[src/rtl/collision_pkg.sv]
// Shared types for the collision arbiter: hit-type codes, per-object modes
// and the event-reporting FSM states.
package collision_pkg;

  localparam int MODE_W = 3;

  typedef enum logic [2:0] {
    NO_HIT = 3'd0,
    LIFE   = 3'd1,
    COIN   = 3'd2,
    GOOD   = 3'd3,
    BAD    = 3'd4
  } hit_t;

  typedef enum logic [MODE_W-1:0] {
    MODE_BAD   = 3'd0,
    MODE_GOOD  = 3'd1,
    MODE_LIFE  = 3'd2,
    MODE_COIN  = 3'd3,
    MODE_SPLIT = 3'd4
  } mode_t;

  typedef enum logic {
    ST_IDLE,
    ST_REPORT
  } state_t;

  // Split objects resolve to GOOD or BAD from the caller's bad flag.
  function automatic hit_t mode_class(input mode_t mode, input logic bad);
    hit_t cls;
    case (mode)
      MODE_LIFE:  cls = LIFE;
      MODE_COIN:  cls = COIN;
      MODE_GOOD:  cls = GOOD;
      MODE_SPLIT: cls = bad ? BAD : GOOD;
      default:    cls = BAD;
    endcase
    return cls;
  endfunction

endpackage

[src/rtl/collision_pixel_classifier.sv]
// Combinational per-pixel collision detect and classification for every
// object layer, including the feet-band test for split objects.
module collision_pixel_classifier
  import collision_pkg::*;
#(
  parameter int                          NUM_OBJ   = 7,
  parameter int                          Y_W       = 11,
  parameter int                          FEET_BAND = 8,
  parameter logic [NUM_OBJ*MODE_W-1:0]   OBJ_MODE  = '0
) (
  input  logic               drawing_request_player,
  input  logic [NUM_OBJ-1:0] drawing_request_obj,
  input  logic [Y_W-1:0]     pixelY,
  input  logic [Y_W-1:0]     player_bottom_y,
  output logic [NUM_OBJ-1:0] hit,
  output logic [NUM_OBJ-1:0] bad,
  output hit_t               pixel_class [NUM_OBJ]
);

  localparam logic signed [Y_W:0] BAND_S = (Y_W+1)'(FEET_BAND);

  logic signed [Y_W:0] y_s;
  logic signed [Y_W:0] bottom_s;
  logic signed [Y_W:0] band_top_s;
  logic                in_feet;

  // One extra sign bit keeps the band top negative when the player sits
  // near the top of the screen, instead of wrapping to a huge value.
  always_comb begin
    y_s        = $signed({1'b0, pixelY});
    bottom_s   = $signed({1'b0, player_bottom_y});
    band_top_s = bottom_s - BAND_S;
    in_feet    = (y_s > band_top_s) && (y_s <= bottom_s);
  end

  for (genvar i = 0; i < NUM_OBJ; i++) begin : g_obj
    assign pixel_class[i] = mode_class(mode_t'(OBJ_MODE[i*MODE_W +: MODE_W]), !in_feet);
    assign hit[i]         = drawing_request_player && drawing_request_obj[i];
    assign bad[i]         = hit[i] && (pixel_class[i] == BAD);
  end

endmodule

[src/rtl/collision_arbiter.sv]
// Per-frame collision accumulation and once-per-frame event reporting over a
// valid/ready interface, plus a registered live per-pixel hit type.
module collision_arbiter
  import collision_pkg::*;
#(
  parameter int                        NUM_OBJ   = 7,
  parameter int                        Y_W       = 11,
  parameter logic [NUM_OBJ*MODE_W-1:0] OBJ_MODE  = {NUM_OBJ{MODE_BAD}},
  parameter int                        FEET_BAND = 8,
  localparam int                       OBJ_W     = (NUM_OBJ > 1) ? $clog2(NUM_OBJ) : 1
) (
  input  logic               clk,
  input  logic               reset,
  input  logic               drawing_request_player,
  input  logic [NUM_OBJ-1:0] drawing_request_obj,
  input  logic [Y_W-1:0]     pixelY,
  input  logic [Y_W-1:0]     player_bottom_y,
  input  logic               frame_end,
  output logic               event_valid,
  input  logic               event_ready,
  output logic [2:0]         event_type,
  output logic [OBJ_W-1:0]   event_obj,
  output logic               overrun,
  output logic [2:0]         hit_type_live
);

  logic [NUM_OBJ-1:0] cur_hit, cur_bad;
  hit_t               pixel_class [NUM_OBJ];
  logic [NUM_OBJ-1:0] acc_hit, acc_bad;
  logic [NUM_OBJ-1:0] pend_hit, pend_bad;
  logic [NUM_OBJ-1:0] pend_hit_nxt, pend_bad_nxt;
  logic [OBJ_W-1:0]   next_idx;
  hit_t               next_type;
  hit_t               live_nxt;
  logic               drop;
  state_t             state;

  collision_pixel_classifier #(
    .NUM_OBJ   (NUM_OBJ),
    .Y_W       (Y_W),
    .FEET_BAND (FEET_BAND),
    .OBJ_MODE  (OBJ_MODE)
  ) u_classifier (
    .drawing_request_player (drawing_request_player),
    .drawing_request_obj    (drawing_request_obj),
    .pixelY                 (pixelY),
    .player_bottom_y        (player_bottom_y),
    .hit                    (cur_hit),
    .bad                    (cur_bad),
    .pixel_class            (pixel_class)
  );

  // NOTE: every variable gets a default before any conditional assignment,
  // otherwise an unassigned path infers a latch.
  always_comb begin
    live_nxt = NO_HIT;
    for (int i = NUM_OBJ-1; i >= 0; i--)
      if (cur_hit[i]) live_nxt = pixel_class[i];
  end

  // Next pending set: retire the accepted event first, so a handshake in the
  // frame_end cycle counts as delivered rather than dropped.
  always_comb begin
    pend_hit_nxt = pend_hit;
    pend_bad_nxt = pend_bad;
    drop         = 1'b0;
    if (event_valid && event_ready) pend_hit_nxt[event_obj] = 1'b0;
    if (frame_end) begin
      drop         = (state == ST_REPORT) && (pend_hit_nxt != '0);
      pend_hit_nxt = acc_hit | cur_hit;
      pend_bad_nxt = acc_bad | cur_bad;
    end
    next_idx  = '0;
    next_type = NO_HIT;
    for (int i = NUM_OBJ-1; i >= 0; i--)
      if (pend_hit_nxt[i]) begin
        next_idx  = OBJ_W'(i);
        next_type = mode_class(mode_t'(OBJ_MODE[i*MODE_W +: MODE_W]), pend_bad_nxt[i]);
      end
  end

  // NOTE: sequential state uses non-blocking assignments so every register
  // samples pre-edge values, independent of statement order.
  always_ff @(posedge clk) begin
    if (reset) begin
      state         <= ST_IDLE;
      acc_hit       <= '0;
      acc_bad       <= '0;
      pend_hit      <= '0;
      pend_bad      <= '0;
      event_valid   <= 1'b0;
      event_type    <= NO_HIT;
      event_obj     <= '0;
      overrun       <= 1'b0;
      hit_type_live <= NO_HIT;
    end else begin
      hit_type_live <= live_nxt;
      acc_hit       <= frame_end ? '0 : (acc_hit | cur_hit);
      acc_bad       <= frame_end ? '0 : (acc_bad | cur_bad);
      pend_hit      <= pend_hit_nxt;
      pend_bad      <= pend_bad_nxt;
      if (drop) overrun <= 1'b1;
      case (state)
        ST_IDLE:   if (pend_hit_nxt != '0) state <= ST_REPORT;
        ST_REPORT: if (pend_hit_nxt == '0) state <= ST_IDLE;
        default:   state <= ST_IDLE;
      endcase
      // Outputs are registered from the next pending set, so a new event is
      // presented the cycle after its handshake with no bubble.
      event_valid <= (pend_hit_nxt != '0);
      event_obj   <= next_idx;
      event_type  <= next_type;
    end
  end

endmodule

[config.mk]
export PLATFORM = sky130hd
export DESIGN_NAME = collision_arbiter
export DESIGN_NICKNAME = d
export VERILOG_FILES = /design/src/rtl/collision_pkg.sv /design/src/rtl/collision_pixel_classifier.sv /design/src/rtl/collision_arbiter.sv
export SDC_FILE = /design/constraint.sdc
export NUM_CORES = 1
export LEC_CHECK = 0
export BUFFER_PORTS_ARGS = -buffer_cell sky130_fd_sc_hd__buf_2
export CAP_MARGIN = 10
export CELL_PAD_IN_SITES_DETAIL_PLACEMENT = 0
export CELL_PAD_IN_SITES_GLOBAL_PLACEMENT = 1
export CORE_MARGIN = 2
export CORE_UTILIZATION = 30
export DETAILED_ROUTE_END_ITERATION = 8
export PLACE_DENSITY = 0.71
export SYNTH_ARGS = -nofsm -noshare
export SYNTH_HDL_FRONTEND = slang
export SYNTH_SLANG_ARGS = --single-unit
[constraint.sdc]
create_clock -name clk -period 1.6 [get_ports clk]
set_clock_uncertainty 0.2 [all_clocks]
set_input_delay 0.08 -clock clk [delete_from_list [all_inputs] [get_ports clk]]
set_output_delay 0.08 -clock clk [all_outputs]
set_load 0.005 [all_outputs]
## Yosys cells after proc, flatten, opt, wreduce, memory -nomap -nowiden

Index checks and enable logic that the tools add are counted.

- Bitwise gates (word level): 4
- Magnitude comparators: 2
- Multiplexer cells: 28
- Reductions and logical operators: 19

Operator list:

| cell | count |
|---|---|
| 3-bit 2-to-1 mux | 17 |
| 7-bit 2-to-1 mux | 2 |
| 7-bit nonzero test | 2 |
| 7-bit OR reduction | 2 |
| 1-bit logical AND | 10 |
| 7-bit bitwise AND | 1 |
| 7-bit logical NOT | 1 |
| 7-bit NOT | 1 |
| 7-bit OR | 1 |
| 1-bit 2-to-1 mux | 5 |
| 5-bit OR reduction | 1 |
| 3-bit by 4-bit < comparator with 1-bit output, second input constant | 1 |
| 2-bit 2-to-1 mux | 2 |
| 2-bit OR reduction | 2 |
| 1-bit demux with 3-bit select | 1 |
| 3-bit by 1-bit greater-or-equal comparator with 1-bit output, second input constant | 1 |
| 3-bit OR reduction | 1 |
| 1-bit one-hot mux with 2 select lines | 1 |
| 1-bit NOT | 1 |

- Logic and storage cells: 65
- Register bits after elaboration: 26
- Output and inout port bits: 11
- Input bits: 34

## Depth between registers and ports, before layout

- Word-level depth: 15
- Depth in mapped cells: 6
- Gate-level depth less buffers: 5

## Hierarchy

A second synthesis with hierarchy kept.

- Cells, all modules: 176
- Area total of the unflattened synthesis: 1461.4 µm²

Modules (own cells, without submodules):

| module | seq. area each (µm²) | cells each | area each (µm²) | times used |
|---|---|---|---|---|
| collision_arbiter | 480.5 | 139 | 1199.9 | 1 |
| collision_pixel_classifier | 0.0 | 37 | 261.5 | 1 |

## Worst setup path after synthesis

No wires, ideal clock.

- Path kind: register to register
- Start: register event_obj[1]
- End: register event_obj[1]
- Path buffers: 1
- Arrival: 1.432 ns
- Cell stages (with the launch flop): 7
- Clock period less this slack: 1.723 ns
- Data required time: 1.309 ns
- Path slack: -0.123 ns
- Library setup time: 0.091 ns
- Path through: dfxtp_1 > buf_6 > nand2b_4 > o21ai_1 > nand2_1 > or3b_1 > a311oi_1

- Longest elaborated chain between the ends: 13
- Elaborated cells between the ends (all ways): 15
- Those cells by class: order compare: 2; mux: 9; bitwise: 2; reduce/logical: 2

Ends and longest elaborated chain:

| element | line | source |
|---|---|---|
| start, declared | collision_arbiter.sv:22 | `output logic [OBJ_W-1:0] event_obj,` |
| start signal, assigned | collision_arbiter.sv:111 | `event_obj <= next_idx;` |
| 3-bit by 4-bit < comparator with 1-bit output (not written as such) / 3-bit by 1-bit greater-or-equal comparator with 1-bit output (equally long branches) | collision_arbiter.sv:67 | `if (event_valid && event_ready) pend_hit_nxt[event_obj] = 1'b0;` |
| 1-bit logical AND (not written as such) | collision_arbiter.sv:67 |  |
| 1-bit 2-to-1 mux (not written as such) | collision_arbiter.sv:67 |  |
| 1-bit demux with 3-bit select * | collision_arbiter.sv:67 |  |
| 7-bit NOT (no source line) * | -- |  |
| 7-bit bitwise AND (no source line) * | -- |  |
| 7-bit 2-to-1 mux * | collision_arbiter.sv:67 |  |
| 7-bit 2-to-1 mux * | collision_arbiter.sv:68 | `if (frame_end) begin` |
| 3-bit 2-to-1 mux (3 in series) | collision_arbiter.sv:76 | `if (pend_hit_nxt[i]) begin` |
| 2-bit 2-to-1 mux (2 in series) | collision_arbiter.sv:76 |  |

Mark *: on every way between the ends. The rest lies on a longest branch, timed or not.
A chain may end at the register's enable or synchronous reset.

## Worst setup path after layout

- Start: register event_valid
- End: register event_obj[1]

- Longest elaborated chain between the ends: 8
- Elaborated cells between the ends (all ways): 9
- Those cells by class: mux: 7; reduce/logical: 2

Ends and longest elaborated chain:

| element | line | source |
|---|---|---|
| start, declared | collision_arbiter.sv:19 | `output logic event_valid,` |
| start signal, assigned | collision_arbiter.sv:110 | `event_valid <= (pend_hit_nxt != '0);` |
| 1-bit logical AND * | collision_arbiter.sv:67 |  |
| 7-bit 2-to-1 mux * | collision_arbiter.sv:67 |  |
| 7-bit 2-to-1 mux * | collision_arbiter.sv:68 |  |
| 3-bit 2-to-1 mux (3 in series) | collision_arbiter.sv:76 |  |
| 2-bit 2-to-1 mux (2 in series) | collision_arbiter.sv:76 |  |

Marks and branches as above.

==> key figures <==
Floorplanning
  • Die area: 0.00396 mm2
  • Row Count: 21
  • Initial Util: 31.2%
  • Core ar.: 0.00334 mm2
  • Chip width: 62.9 um
  • I/O Pins: 45
  • Die height: 62.9 um

Routing
  • Final wirelength: 3040 um
  • Via-per-instance ratio: 4.86
  • Initial DRT Pass Iterations: 4
  • Via count: 1049
  • DRT iter0 DRCs: 35
  • WL/cell: 14.1 um
  • DRC: 0
  • Antenna viol nets, final: 0

Setup path
  • CP startpoint kind: flip-flop
  • Critical path required time: 1.62 ns
  • Crit path DAT: 1.82 ns
  • CP Buf/Inv Count: 1
  • CP peak stage delay: 0.39 ns
  • Slowest-stage cell, CP: dfxtp_4
  • CP Cell Sequence: buf_6, nand3_4, o31ai_4, nand2_2, or3b_1, a311oi_2
  • Crit path max-delay family: simple AND/OR/NAND/NOR gates
  • Crit path kind: reg2reg
  • Crit path capture type: flip-flop
  • Critical path fanouts, max: 4

Yosys
  • FF+latch count, synth: 22
  • FFs w/ async S/R, synth: 0%
  • Seq/Total Area, Yosys: 42.3%
  • Top FF cell, synth: dfxtp_1
  • Yosys top cell by area: dfxtp_1
  • Cell Area, Synth: 0.00104 mm2
  • Synth area leaders: dfxtp_1 (42%), nor2_1 (6.1%), a21oi_1 (3.8%)
  • Mean Syn Cell Area: 8.82 um2
  • Yosys top cell area share: 42.3%
  • Yosys warns: 0
  • Netlist cell types: 40
  • Post-synthesis cell count: 118
  • Number of flops mapped to enable cells by yosys: 0

GRT
  • Gr usage total: 15.3%
  • Vias in the first global route: 1089
  • Largest net degree at the start of global routing: 15
  • Grt total ovfl: 0
  • Initial antenna violation count: 0
  • First-pass GRT wire length: 4880 um

Outcome
  • Failing checks: setup timing
  • Outcome: finished, violations left

Clock tree
  • Clock tree sinks: 22
  • H-tree depth: 1
  • Later-pin clock latency in the skew report: 0.30 ns
  • Clock root cell: clkbuf_4
  • TritonCTS Buffers: 3
  • Max Buffers Root-to-Sink: 2
  • Clock transition at path regs: 0.12 ns
  • CTS tree: built

STA
  • Count of final setup violators: 8
  • Final Max Slew Viols: 0
  • Final hold vios: 0
  • Final worst setup slack: -0.198 ns
  • Max Clock Freq: 556 MHz
  • RSZ-0062 raised after global routing: true
  • Fin crit share: 112%
  • Min cycle time layout: 1.80 ns

Placement
  • DP Area: 0.00135 mm2
  • Setup slack at placement: -0.217 ns
  • Post-DP HPWL: 2000 um
  • Placer congestion estimate: 0.882
  • IO Port Bufs: 18

Power
  • Sequential share of power: 47.5%
  • Worst IR Drop VDD: 0.556 mV
  • Total power: 1.30 mW
  • Clock share of power: 23.3%
  • Sw power: 0.371 mW
  • Switching share of power: 28.6%
  • Power Dens Cells: 782 mW/mm2
  • Gate power share: 29.2%
  • Power Internal: 0.926 mW
  • Leakage: 0.665 nW

Finish
  • Final Cell Area: 0.00166 mm2
  • NumNets Final: 205
  • Layout cells sized above 1: 41.8%
  • N_diodes: 0
  • P&R area growth vs syn: 59.3%

Job
  • Max-cap violations: 0

Hold path
  • Hold Crit Class: in2reg
cell usage after synthesis (2+ instances only):
library cell and n:
clkbuf_1 5, mux2i_1 2, nand2_1 5, a21oi_1 8
nand2b_1 2, o21a_1 3, nor2_1 17, o31ai_1 2
buf_4 5, nor4_1 2, o21ai_0 3, a31oi_1 5
nand3_1 2, a211oi_1 4, nor3_1 3, dfxtp_1 22
nor2b_1 5
area by class of cell:
cell class | instances | area (um2)
Clock buffer | 4 | 36.3
Fill cell | 332 | 1680
Inverter | 1 | 3.75
Multi-Input combinational cell | 87 | 668
Sequential cell | 22 | 452
Tap cell | 46 | 57.6
Timing Repair Buffer | 56 | 440
cell families after synthesis:
kind of cell	after synthesis	synth area share, %
muxes	3	3.00
AOI/OAI and AO/OA	34	23.6
and+or+nand+nor	46	23.9
DFF	22	42.3
other	1	0.360
buffers and inverters	12	6.85
layer usage:
| layer | part of all wire [%] | wire length, um | track usage (%) |
|---|---|---|---|
| met1 | 45 | 1350 | 18.7 |
| met2 | 52 | 1590 | 27.9 |
| met3 | 2.0 | 62 | 1.80 |
| met4 | 0.95 | 29 | 4.17 |
| met5 | 0 | 0 | 0 |
tightest hold or removal path: stages:
cell and delay [ns]:
buf_2 0.17, a21oi_4 0.16, a211oi_1 0.08
sequential cells by signal, indices dropped and copies added (netlist names):
register	cells
state	1
event_valid	1
event_obj	3
pend_hit	7
overrun	1
acc_hit	7
hit_type_live	1
event_type	1
through the flow:
stage / utilization, % / hold WS, ns / setup TNS [ns] / instances
finish: 49.7 / 0.0298 / -0.949 / 216
global route: 49.7 / 0.0631 / -1.76 / 216
CTS: 47.5 / 0.00853 / -0.875 / 216
detailed placement: 40.3 / 0.181 / -1.01 / 196
global placement: 40.3 / 0.169 / -0.971 / 196
floorplan: - / -0.0484 / -0.235 / 121
placed cells by master (no fill, tap or decap), types with 2 or more instances in the layout:
| cell | count |
|---|---|
| buf_12 | 2 |
| a31oi_1 | 4 |
| nor2_1 | 17 |
| nor3_1 | 3 |
| nand2b_1 | 2 |
| dfxtp_1 | 19 |
| buf_2 | 18 |
| nand2_1 | 3 |
| nand3_1 | 2 |
| clkbuf_4 | 3 |
| mux2i_1 | 2 |
| conb_1 | 4 |
| buf_6 | 2 |
| dlygate4sd3_1 | 13 |
| o21ai_2 | 2 |
| o31ai_4 | 2 |
| dfxtp_4 | 3 |
| nand2_2 | 2 |
| nor2b_1 | 5 |
| buf_4 | 21 |
| a211oi_1 | 4 |
| o21a_1 | 3 |
| a21oi_1 | 7 |
final timing paths:
check | startpoint | to | slack, ns | cells past startpoint
setup / recovery | event_valid | event_obj[1] | -0.20 | 6
hold / removal | drawing_request_player | pend_hit[4] | 0.03 | 3
setup reg to reg | event_valid | event_obj[1] | -0.20 | 6
hold reg to reg | acc_hit[0] | acc_hit[0] | 0.33 | 2
power groups by stage:
stage | clock, mW | combinational (mW) | sequential, mW
2_1_floorplan | 0 | 0.163 | 0.618
3_3_place_gp | 0 | 0.284 | 0.620
3_5_place_dp | 0 | 0.287 | 0.622
4_1_cts | 0.314 | 0.345 | 0.612
5_1_grt | 0.328 | 0.413 | 0.620
6_report | 0.302 | 0.379 | 0.615
repair_timing:
action | in CTS | in global routing
pin swaps | 8 | 2
endpoints found under the setup margin | 7 | 13
resized for setup | 9 | 15
hold buffers | 13 | 0
endpoints found under the hold margin | 18 | 0
setup buffers | 3 | 0
(Power assumes the default switching activity.)
